<file path="config.mk">
export PLATFORM = sky130hd
export DESIGN_NAME = io_uart_tx_flat
export DESIGN_NICKNAME = d
export VERILOG_FILES = /design/src/rtl/io_uart_tx_if.sv /design/src/rtl/io_uart_tx.sv /design/src/flat_wrapper.sv
export SDC_FILE = /design/constraint.sdc
export NUM_CORES = 1
export LEC_CHECK = 0
export CORE_MARGIN = 5
export CORE_UTILIZATION = 40
export DETAILED_ROUTE_END_ITERATION = 16
export PLACE_DENSITY = 0.64
export RECOVER_POWER = 100
export SLEW_MARGIN = 20
export SYNTH_ARGS = -nofsm -noshare
export SYNTH_HDL_FRONTEND = slang
export SYNTH_SLANG_ARGS = --single-unit
export TNS_END_PERCENT = 1
</file>
<file path="constraint.sdc">
create_clock -name clk -period 4.09 [get_ports clk]
set_clock_uncertainty 0.2 [all_clocks]
set_input_delay 0.409 -clock clk [delete_from_list [all_inputs] [get_ports clk]]
set_output_delay 0.409 -clock clk [all_outputs]
set_load 0.005 [all_outputs]
</file>
<file path="src/rtl/io_uart_tx_if.sv">
`default_nettype none
// ============================================================================
// Module   : io_uart_tx_if
// Brief    : CPU-side IO bundle (IOD/IOE/IOA) plus serial line of io_uart_tx.
// Revision : 1.0
// ============================================================================
interface io_uart_tx_if;
   logic [7:0] tx_data;
   logic [7:0] tx_ctrl;
   logic [7:0] status;
   logic       txd;

   modport master (output tx_data, output tx_ctrl, input status, input txd);
   modport slave  (input tx_data, input tx_ctrl, output status, output txd);
endinterface
`default_nettype wire

</file>
<file path="src/rtl/io_uart_tx.sv">
`default_nettype none
// ============================================================================
// Module   : io_uart_tx
// Brief    : FIFO-buffered UART transmitter, 8N1; define UART_TX_PARITY_EN
//            for 8E1 (even parity bit between D7 and STOP).
// Revision : 1.0
// ============================================================================
module io_uart_tx #(
   parameter int CLKS_PER_BIT = 868,
   parameter int FIFO_DEPTH   = 4
) (
   input  wire         clk,
   input  wire         rst_n,
   io_uart_tx_if.slave bus
);

   localparam int AW = (FIFO_DEPTH > 2) ? 2 : 1;
   localparam int BW = (CLKS_PER_BIT > 2) ? $clog2(CLKS_PER_BIT) : 1;
   localparam logic [AW-1:0] c_last_ptr  = AW'(FIFO_DEPTH - 1);
   localparam logic [BW-1:0] c_baud_last = BW'(CLKS_PER_BIT - 1);
   localparam logic [2:0]    c_depth     = 3'(FIFO_DEPTH);
`ifdef UART_TX_PARITY_EN
   localparam logic          c_parity_en = 1'b1;
`else
   localparam logic          c_parity_en = 1'b0;
`endif

   typedef enum logic [2:0] {
      S_IDLE   = 3'd0,
      S_START  = 3'd1,
      S_DATA   = 3'd2,
`ifdef UART_TX_PARITY_EN
      S_PARITY = 3'd3,
`endif
      S_STOP   = 3'd4
   } state_t;

   state_t          r_state;
   logic [BW-1:0]   r_baud;
   logic [2:0]      r_bit;
   logic [7:0]      r_shift;
`ifdef UART_TX_PARITY_EN
   logic            r_par;
`endif
   logic            r_txd;
   logic [7:0]      r_ctrl_q;
   logic [7:0]      r_mem [0:FIFO_DEPTH-1];
   logic [AW-1:0]   r_wr_ptr;
   logic [AW-1:0]   r_rd_ptr;
   logic [2:0]      r_count;
   logic            r_ovf;
   logic [7:0]      r_status;

   logic [2:0]      w_count_nxt;

   wire w_push      = bus.tx_ctrl[0] ^ r_ctrl_q[0];
   wire w_clr       = bus.tx_ctrl[1] & ~r_ctrl_q[1];
   wire w_baud_end  = (r_baud == c_baud_last);
   wire w_full      = (r_count == c_depth);
   wire w_pop       = (r_state == S_IDLE) && (r_count != 3'd0);
   // A push into a full FIFO still lands when the same edge frees a slot.
   wire w_wr        = w_push && (!w_full || w_pop);
   wire w_ovf_set   = w_push && w_full && !w_pop;
   wire w_ovf_nxt   = w_ovf_set | (r_ovf & ~w_clr);
   wire w_busy_nxt  = (r_state == S_IDLE) ? w_pop
                                          : !((r_state == S_STOP) && w_baud_end);
   wire w_unused_ctrl = ^r_ctrl_q[7:2];

   function automatic logic [AW-1:0] f_inc(input logic [AW-1:0] p);
      return (p == c_last_ptr) ? '0 : p + 1'b1;
   endfunction

   always_comb begin
      w_count_nxt = r_count;
      case ({w_wr, w_pop})
         2'b10:   w_count_nxt = r_count + 3'd1;
         2'b01:   w_count_nxt = r_count - 3'd1;
         default: w_count_nxt = r_count;
      endcase
   end

   always_ff @(posedge clk) begin
      if (w_wr)
         r_mem[r_wr_ptr] <= bus.tx_data;
   end

   always_ff @(posedge clk or negedge rst_n) begin
      if (!rst_n) begin
         r_ctrl_q <= 8'h00;
         r_wr_ptr <= '0;
         r_rd_ptr <= '0;
         r_count  <= 3'd0;
         r_ovf    <= 1'b0;
         r_status <= {c_parity_en, 7'h04};
      end else begin
         r_ctrl_q <= bus.tx_ctrl;
         if (w_wr)
            r_wr_ptr <= f_inc(r_wr_ptr);
         if (w_pop)
            r_rd_ptr <= f_inc(r_rd_ptr);
         r_count  <= w_count_nxt;
         r_ovf    <= w_ovf_nxt;
         r_status <= {c_parity_en, w_count_nxt, w_ovf_nxt,
                      (w_count_nxt == 3'd0), (w_count_nxt == c_depth), w_busy_nxt};
      end
   end

   always_ff @(posedge clk or negedge rst_n) begin
      if (!rst_n) begin
         r_state <= S_IDLE;
         r_baud  <= '0;
         r_bit   <= 3'd0;
         r_shift <= 8'h00;
`ifdef UART_TX_PARITY_EN
         r_par   <= 1'b0;
`endif
         r_txd   <= 1'b1;
      end else begin
         r_baud <= (r_state == S_IDLE || w_baud_end) ? '0 : r_baud + 1'b1;
         case (r_state)
            S_IDLE: begin
               if (w_pop) begin
                  r_shift <= r_mem[r_rd_ptr];
`ifdef UART_TX_PARITY_EN
                  r_par   <= ^r_mem[r_rd_ptr];
`endif
                  r_txd   <= 1'b0;
                  r_state <= S_START;
               end
            end
            S_START: begin
               if (w_baud_end) begin
                  r_bit   <= 3'd0;
                  r_txd   <= r_shift[0];
                  r_state <= S_DATA;
               end
            end
            S_DATA: begin
               if (w_baud_end) begin
                  if (r_bit == 3'd7) begin
`ifdef UART_TX_PARITY_EN
                     r_txd   <= r_par;
                     r_state <= S_PARITY;
`else
                     r_txd   <= 1'b1;
                     r_state <= S_STOP;
`endif
                  end else begin
                     r_bit   <= r_bit + 3'd1;
                     r_txd   <= r_shift[1];
                     r_shift <= {1'b0, r_shift[7:1]};
                  end
               end
            end
`ifdef UART_TX_PARITY_EN
            S_PARITY: begin
               if (w_baud_end) begin
                  r_txd   <= 1'b1;
                  r_state <= S_STOP;
               end
            end
`endif
            S_STOP: begin
               if (w_baud_end)
                  r_state <= S_IDLE;
            end
            default: begin
               r_txd   <= 1'b1;
               r_state <= S_IDLE;
            end
         endcase
      end
   end

   assign bus.status = r_status;
   assign bus.txd    = r_txd;

endmodule
`default_nettype wire

</file>
<file path="src/flat_wrapper.sv">
// flat-port wrapper written by rule: the top's interface ports become plain ports
module io_uart_tx_flat 
#(
   parameter int CLKS_PER_BIT = 868,
   parameter int FIFO_DEPTH   = 4
)
  (clk, rst_n, bus_tx_data, bus_tx_ctrl, bus_status, bus_txd);
  io_uart_tx_if bus_i ();
  input  wire clk;
  input  wire rst_n;
  input wire logic [$bits(bus_i.tx_data)-1:0] bus_tx_data;
  input wire logic [$bits(bus_i.tx_ctrl)-1:0] bus_tx_ctrl;
  output wire logic [$bits(bus_i.status)-1:0] bus_status;
  output wire logic [$bits(bus_i.txd)-1:0] bus_txd;
  assign bus_i.tx_data = bus_tx_data;
  assign bus_i.tx_ctrl = bus_tx_ctrl;
  assign bus_status = bus_i.status;
  assign bus_txd = bus_i.txd;
  io_uart_tx #(.CLKS_PER_BIT(CLKS_PER_BIT), .FIFO_DEPTH(FIFO_DEPTH)) u_core (.clk(clk), .rst_n(rst_n), .bus(bus_i));
endmodule
</file>
# Yosys cells after proc, flatten, opt, wreduce, memory -nomap -nowiden
# Memory sizes are Yosys's and may differ from the RTL's.
# Cells that the tools add are included.
[classes]
add_sub_neg = 6
eq_ne = 17
mux = 25
n_bitwise = 7
n_reduce_logical = 19
[op_table]
columns = ["op", "count"]
rows = [
  ["$mux W8", 3],
  ["$mux W3", 7],
  ["$pmux W8 S2", 1],
  ["$eq A3 B3 Y1 const B", 4],
  ["$pmux W3 S2", 2],
  ["$pmux W3 S4", 1],
  ["$reduce_and A4 Y1", 3],
  ["$add A10 B1 Y10 const B", 1],
  ["$eq A10 B10 Y1 const B", 1],
  ["$mux W10", 1],
  ["$ne A2 B1 Y1 const B", 5],
  ["$mux W1", 7],
  ["$add A3 B1 Y3 const B", 2],
  ["$eq A2 B2 Y1 const B", 3],
  ["$logic_not A3 Y1", 2],
  ["$logic_and A1 B1 Y1", 5],
  ["$reduce_and A5 Y1", 1],
  ["$add A2 B1 Y2 const B", 2],
  ["$mux W2", 2],
  ["$pmux W1 S4", 1],
  ["$reduce_bool A2 Y1", 2],
  ["$eq A3 B1 Y1 const B", 1],
  ["$eq A3 B2 Y1 const B", 1],
  ["$logic_not A1 Y1", 3],
  ["other kinds (9)", 13],
]
[totals]
register_bits = 42
ram_bits = 32
output_inout_bits = 9
wordCells = 86
mem_count = 1
[mem_list]
columns = ["memory", "depth", "word_bits", "read_ports", "rd_clocked_by_memory_dff", "write_ports", "line", "rtl"]
rows = [
  ["u_core.r_mem", 4, 8, 1, 0, 1, "io_uart_tx.sv:47", "logic [7:0] r_mem [0:FIFO_DEPTH-1];"],
]

# Depth between registers and ports, before layout
# Gate-level depths: netlist of run 1.
[logic_depth]
ltp_word = 7
mapped_depth = 9

# Least setup slack after synthesis of run 1
# Ideal clock, no wire load.
[synth_timing]
path_type = "reg-to-reg"
startpoint = "reg u_core.r_state[0]"
endpoint = "reg u_core.r_status[1], in the netlist u_core.bus.status[1]"
arrival_time_ps = 2537
required_ps = 3803
slack_ps = 1266
path_stages_with_launch = 10
synth_period_minus_slack_ps = 2824
path_cell_list = "dfrtp_1 -> buf_6 -> or3_1 -> clkbuf_1 -> nor2_1 -> nand2_1 -> fa_1 -> or4_1 -> o311a_1 -> o211ai_1"
[synth_via]
elab_chain_len = 7
word_cells_on_any_way = 8
classes_between = "eq/ne (3); mux (1); reduce/logical (4)"
[synth_rtl]
columns = ["element", "line", "rtl"]
rows = [
  ["start: declaration", "io_uart_tx.sv:38", "state_t r_state;"],
  ["start signal: assignment", "io_uart_tx.sv:110", "r_state <= S_IDLE;"],
  ["start signal: assignment", "io_uart_tx.sv:128", "r_state <= S_START;"],
  ["start signal: assignment", "io_uart_tx.sv:135", "r_state <= S_DATA;"],
  ["$logic_not A3 Y1 (*)", "io_uart_tx.sv:60", "wire w_pop = (r_state == S_IDLE) && (r_count != 3'd0);"],
  ["$logic_and A1 B1 Y1 (*)", "io_uart_tx.sv:60", ""],
  ["$logic_or A1 B1 Y1", "io_uart_tx.sv:62", "wire w_wr = w_push && (!w_full || w_pop);"],
  ["$logic_and A1 B1 Y1", "io_uart_tx.sv:62", ""],
  ["$eq A2 B1 Y1 or $eq A2 B2 Y1 (tied branches)", "io_uart_tx.sv:75", "case ({w_wr, w_pop})"],
  ["$pmux W3 S2 (*)", "io_uart_tx.sv:75", ""],
  ["$eq A3 B3 Y1 (*)", "io_uart_tx.sv:104", "(w_count_nxt == 3'd0), (w_count_nxt == c_depth), w_busy_nxt};"],
  ["end signal: assignment", "io_uart_tx.sv:94", "r_status <= {c_parity_en, 7'h04};"],
  ["end signal: assignment", "io_uart_tx.sv:103", "r_status <= {c_parity_en, w_count_nxt, w_ovf_nxt,"],
  ["end: declaration", "io_uart_tx.sv:52", "logic [7:0] r_status;"],
]
# Mark *: on every way between the ends. The rest lies on a longest branch, timed or not.
# A chain may end at the register's enable or synchronous reset.

# Worst setup path in the final report of run 1
[layout_timing]
startpoint = "reg u_core.r_state[1]"
endpoint = "reg u_core.r_shift[4]"
[layout_via]
elab_chain_len = 4
word_cells_on_any_way = 9
classes_between = "eq/ne (4); mux (1); reduce/logical (4)"
[layout_rtl]
columns = ["element", "line", "rtl"]
rows = [
  ["$logic_not A3 Y1", "io_uart_tx.sv:60, io_uart_tx.sv:120", ""],
  ["$logic_and A1 B1 Y1", "io_uart_tx.sv:60", ""],
  ["$ne A2 B1 Y1 (no line)", "-", ""],
  ["$reduce_and A4 Y1 (no line)", "-", ""],
  ["end signal: assignment", "io_uart_tx.sv:123", "r_shift <= r_mem[r_rd_ptr];"],
  ["end signal: assignment", "io_uart_tx.sv:151", "r_shift <= {1'b0, r_shift[7:1]};"],
  ["end: declaration", "io_uart_tx.sv:41", "logic [7:0] r_shift;"],
]
# Several ways; a longest one is shown, not always the timed one.

==> results of run 1 <==
## layer usage
layer | vias to the layer above | routed length, µm | GRT usage
met1 | 997 | 2560 | 0.159
met4 | 0 | 78 | 0.0560
li1 | 947 | - | -
met2 | 32 | 2730 | 0.190
met3 | 10 | 190 | 0.0243
met5 | - | 0 | 0
## metrics by stage
step                      hold slack (ps)  instance area, µm²  instances  utilization  total power (W)
after floorplan                     -86.6                3260        247            -          0.00157
after global placement                259                3510        360        0.434          0.00174
after detailed placement              257                3510        360        0.434          0.00176
after CTS                             275                3750        377        0.463          0.00240
after global routing                  297                3710        377        0.459          0.00251
final                                 271                3710        377        0.459          0.00235
## where the power goes
part	internal [W]	switching, W
registers	0.000936	0.000167
clock network	0.000351	0.000284
logic	0.000332	0.000283
total	0.00162	0.000734
## how the worst max path moves through the flow
stage / from / end / slack (ps) / depth (start not counted)
finish: u_core.r_state[1] / u_core.r_shift[4] / 820 / 4
floorplan: u_core.r_state[0] / u_core.bus.status[1] / 1270 / 9
global placement: bus_tx_ctrl[0] / u_core.bus.status[1] / 870 / 7
CTS: u_core.r_state[0] / u_core.bus.status[1] / 1030 / 7
global route: u_core.r_state[1] / u_core.r_shift[2] / 560 / 4
detailed placement: bus_tx_ctrl[0] / u_core.bus.status[1] / 810 / 7
## critical path: stages, from the launching register on
cell	delay, ps
dfrtp_1	480
nor3_1	900
nand2b_1	390
a22oi_1	770
mux2_2	410
## cells by family after synthesis
family	Yosys count	share of synthesized area
xor+xnor	13	0.0391
fa+ha+maj	9	0.0368
buf+inv	22	0.0349
simple gates	74	0.119
other cells	1	0.00115
mux	23	0.107
compound gates	35	0.0759
flops	70	0.587
## area by class of cell
type                    instances  area (µm²)
flip-flops and latches         70        1910
multi-input cells             155        1200
fillers                       773        4380
repair buffers                 21         201
clock buffers                   9         124
well taps                     105         131
inverters                      10        37.5
clock inverters                 7         103
## flip-flops by register name, indices dropped and copies added (netlist names)
signal	cells
u_core.r_ctrl_q	2
u_core.r_state	3
u_core.bus.txd	1
u_core.r_bit	3
u_core.r_shift	8
u_core.r_baud	10
u_core.r_rd_ptr	2
u_core.r_wr_ptr	2
u_core.r_mem	32
u_core.bus.status	4
u_core.r_count	3
## placed cells by master (no fill, tap or decap), types with 9 or more instances in the layout
cell type      count
dfrtp_1           36
edfxtp_1          32
nand2_1           22
dlygate4sd3_1     19
nor2_1            16
mux2_2            13
inv_1             10
o21ai_0           10
nand3_1            9
clkbuf_8           9
## repair_timing
| item | in CTS | in global routing |
|---|---|---|
| hold buffers | 1 | 0 |
| hold endpoints to repair | 11 | 0 |
| setup endpoints to repair | 0 | 0 |
==> impl_metrics.env, run 1 <==
export IMPL_cts_resized=0
export IMPL_grt_util_all_layers=0.120
export IMPL_gp_congestion=0.821
export IMPL_grt_antenna_before_repair=0
export IMPL_leakage_nw=1.45
export IMPL_wire_per_inst_um=14.7
export IMPL_synth_seq_area_share=0.587
export IMPL_cts_sinks=70
export IMPL_fin_crit_sh=0.799
export IMPL_crit_type="flop to flop"
export IMPL_rr_endpoint="u_core.r_shift[4]"
export IMPL_vdd_ir_drop_max_v=0.000289
export IMPL_overflow=0
export IMPL_core_area_um2=8090
export IMPL_drt_wl_total_um=5560
export IMPL_drt_first_pass_iters=4
export IMPL_avgSynthCellArea_um2=13.2
export IMPL_ys_top_cells_by_area="edfxtp_1 (29%), dfrtp_1 (28%), mux4_2 (5.5%)"
export IMPL_postRouteAntennaNets=0
export IMPL_worstSetupStartpointType="flop"
export IMPL_dieArea_um2=10100
export IMPL_synth_edff_count=32
export IMPL_crit_required_ps=4120
export IMPL_slew_viol_final=39
export IMPL_fin_setup_tns_ps=0
export IMPL_netlist_area_um2=3260
export IMPL_cts_buffers=9
export IMPL_hold_violations=0
export IMPL_maxCapViolCount=1
export IMPL_synth_top_flop_cell="dfrtp_1"
export IMPL_clock_path_buffers=2
export IMPL_die_y_um=100
export IMPL_rsz0062_at_grt="false"
export IMPL_start_util=0.403
export IMPL_worst_ep_arrival_time_ps=3300
export IMPL_crit_fanout=10
export IMPL_synth_area_leader_cell="edfxtp_1"
export IMPL_final_min_clock_period_ps=3270
export IMPL_htree_levels=3
export IMPL_root_buffer="clkbuf_8"
export IMPL_clk_pin_slew_ps=80
export IMPL_io_buffers=19
export IMPL_violations="capacitance limit, slew limit"
export IMPL_ys_types=49
export IMPL_r2r_slack_ps=820
export IMPL_yosysWarnings=0
export IMPL_synth_nets=274
export IMPL_rr_worst_depth=4
export IMPL_drt_initial_drc_count=146
export IMPL_drcViolationCount=0
export IMPL_status="finished, violations left"
export IMPL_vias=1986
export IMPL_tritoncts="built"
export IMPL_worst_pin_slew_ps=2030
export IMPL_rows=33
export IMPL_holdPathStages=2
export IMPL_synth_common_cells="dfrtp_1 (36), edfxtp_1 (32), nand2_1 (22)"
export IMPL_grt_first_pass_wirelength_um=9430
export IMPL_setup_violations=0
export IMPL_finalWorstSetupSlack_ps=820
export IMPL_hp_start="u_core.bus.txd"
export IMPL_async_flop_share=0.543
export IMPL_die_x_um=100
export IMPL_synth_top_area_share=0.294
export IMPL_power_density_nw_per_um2=633
export IMPL_diodes=0
export IMPL_fmax_ghz=0.306
export IMPL_slew_headroom=-0.352
export IMPL_grt_max_degree=39
export IMPL_dp_hpwl_um=3610
export IMPL_nets=294
export IMPL_clkLatencyLatePin_ps=340
export IMPL_grt_pass1_vias=1933
export IMPL_drive_above_1_share=0.154
export IMPL_hold_class="flop to flop"
export IMPL_synth_seq_cells=70
export IMPL_yosysMostFrequentCell="dfrtp_1"
export IMPL_cts_setup_buffers=0
export IMPL_io_pins=27
export IMPL_hold_end="u_core.bus.txd"
export IMPL_viasPerCell=5.27
export IMPL_area_growth_pct=13.8
export IMPL_synthCells=247
export IMPL_crit_path_end_kind="flop"
export IMPL_pre_cts_ws_ps=812
export IMPL_r2r_start="u_core.r_state[1]"
No activity file was read; power rests on OpenSTA's default activity.
==> run 2: changes to the inputs <==
--- a/config.mk
+++ b/config.mk
@@ -8,7 +8,7 @@
 export CORE_MARGIN = 5
 export CORE_UTILIZATION = 40
 export DETAILED_ROUTE_END_ITERATION = 16
-export PLACE_DENSITY = 0.64
+export PLACE_DENSITY = 0.66
 export RECOVER_POWER = 100
 export SLEW_MARGIN = 20
 export SYNTH_ARGS = -nofsm -noshare
==> constraint.sdc (replaced) <==
create_clock -name clk -period 2.7 [get_ports clk]
set_clock_uncertainty 0.2 [all_clocks]
set_input_delay 0.27 -clock clk [delete_from_list [all_inputs] [get_ports clk]]
set_output_delay 0.27 -clock clk [all_outputs]
set_load 0.005 [all_outputs]
==> run 2 against run 1 <==
Effect of this change:
- the run now ends clean
- register-to-register slack worse by 660 ps
- die area unchanged
- combinational power up 74%
- critical endpoint is now u_core.bus.status[1]
- total power up 55%
- utilization up 1.5 points
==> impl_metrics.env, run 2 (synthesis gave the netlist of run 1 again) <==
export IMPL_grt_busiest_layer="met2"
export IMPL_grt_max_degree=39
export IMPL_dieArea_um2=10100
export IMPL_worst_ep_arrival_time_ps=2600
export IMPL_path_cells="or3_1, nor2_4, nand2_1, fa_2, or4_1, o311a_1, o211ai_1"
export IMPL_htree_levels=3
export IMPL_setup_violations=0
export IMPL_core_area_um2=8090
export IMPL_vdd_ir_drop_max_v=0.000513
export IMPL_rows=33
export IMPL_grt_antenna_before_repair=0
export IMPL_grt_pass1_vias=1939
export IMPL_drcViolationCount=0
export IMPL_drt_initial_drc_count=80
export IMPL_crit_slowest_cell="or4_1"
export IMPL_slew_headroom=0.371
export IMPL_clkLatencyLatePin_ps=340
export IMPL_globalRouteMet1Util=0.170
export IMPL_cts_buffers=9
export IMPL_fin_setup_tns_ps=0
export IMPL_grtUsageMet2=0.175
export IMPL_area_growth_pct=17.4
export IMPL_io_buffers=19
export IMPL_root_buffer="clkbuf_8"
export IMPL_power_density_nw_per_um2=951
export IMPL_diodes=0
export IMPL_gp_congestion=0.797
export IMPL_nets=314
export IMPL_met3_usage=0.0299
export IMPL_fmax_ghz=0.394
export IMPL_p_total_w=0.00364
export IMPL_maxCapViolCount=0
export IMPL_final_min_clock_period_ps=2540
export IMPL_tritoncts="built"
export IMPL_place_area_um2=3670
export IMPL_grt_first_pass_wirelength_um=9380
export IMPL_die_y_um=100
export IMPL_crit_type="flop to flop"
export IMPL_start_util=0.403
export IMPL_drive_above_1_share=0.195
export IMPL_clock_path_buffers=2
export IMPL_layout_common_cells="dfrtp_1 (36), edfxtp_1 (32), nand2_1 (22)"
export IMPL_top_register="u_core.r_mem"
export IMPL_status="complete, no violations"
export IMPL_crit_path_end_kind="flop"
export IMPL_wire_per_inst_um=14.1
export IMPL_hold_class="flop to flop"
export IMPL_leakage_nw=1.52
export IMPL_final_common_cell="dfrtp_1"
export IMPL_clk_pin_slew_ps=80
export IMPL_overflow=0
export IMPL_worst_pin_slew_ps=944
export IMPL_final_util=0.474
export IMPL_io_pins=27
export IMPL_slew_viol_final=0
export IMPL_grt_util_all_layers=0.121
export IMPL_crit_fanout=3
export IMPL_top_regs="u_core.r_mem x32, u_core.r_baud x10, u_core.r_shift x8"
export IMPL_vias=2049
export IMPL_final_area_um2=3830
export IMPL_crit_required_ps=2760
export IMPL_hold_violations=0
export IMPL_slowest_delay_ps=510
export IMPL_rsz0062_at_grt="false"
export IMPL_largest_reg_flops=32
export IMPL_dp_hpwl_um=3840
export IMPL_viasPerCell=5.16
export IMPL_cts_setup_buffers=0
export IMPL_cts_sinks=70
export IMPL_drt_wl_total_um=5610
export IMPL_whs_ps=275
export IMPL_cts_resized=0
export IMPL_drt_first_pass_iters=4
export IMPL_postRouteAntennaNets=0
export IMPL_die_x_um=100
export IMPL_fin_crit_sh=0.941
export IMPL_worstSetupStartpointType="flop"
run 2: layout make-up:
type | instances | area (µm²)
Sequential cell | 70 | 1910
Timing Repair Buffer | 41 | 309
Inverter | 10 | 37.5
Clock inverter | 7 | 103
Multi-Input combinational cell | 155 | 1210
Clock buffer | 9 | 124
Tap cell | 105 | 131
Fill cell | 749 | 4260
run 2: report_power, final:
part | total (W) | switching [W] | internal, W | leakage (nW)
clock | 0.000956 | 0.000425 | 0.000531 | 0.111
combinational | 0.00107 | 0.000510 | 0.000563 | 0.641
sequential | 0.00161 | 0.000198 | 0.00142 | 0.763
total | 0.00364 | 0.00113 | 0.00251 | 1.52
run 2: metrics by stage:
stage | cells | setup WS, ps
CTS | 397 | 158
global route | 397 | 27.5
detailed placement | 380 | 197
floorplan | 247 | 9.85
finish | 397 | 159
global placement | 380 | 200
run 2: worst max-delay path: cells and delay by family, from the launching register on:
family | cells | cell delay (ps)
compound gates | 2 | 310
fa+ha+maj | 1 | 360
simple gates | 4 | 1200
flops | 1 | 380
run 2: timing repair:
| action | CTS | global route |
|---|---|---|
| endpoints found under the hold margin | 36 | 0 |
| hold buffers | 1 | 0 |
| endpoints found under the setup margin | 0 | 0 |
run 2: layer usage:
metal  wire [µm]  share of wire
met4          86          0.015
met1        2680           0.48
met2        2680           0.48
met5           0              0
met3         159          0.028
run 2: final timing paths:
kind                                        start                   end  slack [ps]  cells past startpoint
worst min-delay path               u_core.bus.txd        u_core.bus.txd         280                      2
worst max-delay path            u_core.r_state[0]  u_core.bus.status[1]         160                      7
min in group asynchronous                   rst_n      u_core.r_baud[9]         400                      2
worst max register to register  u_core.r_state[0]  u_core.bus.status[1]         160                      7
max in group asynchronous                   rst_n     u_core.r_shift[4]        1310                      2
worst min register to register     u_core.bus.txd        u_core.bus.txd         280                      2
==> run 3: changes to the inputs <==
--- a/config.mk
+++ b/config.mk
@@ -10,7 +10,6 @@
 export DETAILED_ROUTE_END_ITERATION = 16
 export PLACE_DENSITY = 0.66
 export RECOVER_POWER = 100
-export SLEW_MARGIN = 20
 export SYNTH_ARGS = -nofsm -noshare
 export SYNTH_HDL_FRONTEND = slang
 export SYNTH_SLANG_ARGS = --single-unit
==> results of run 3 <==
Final layout, timing and power as in run 2 (identical DEF).
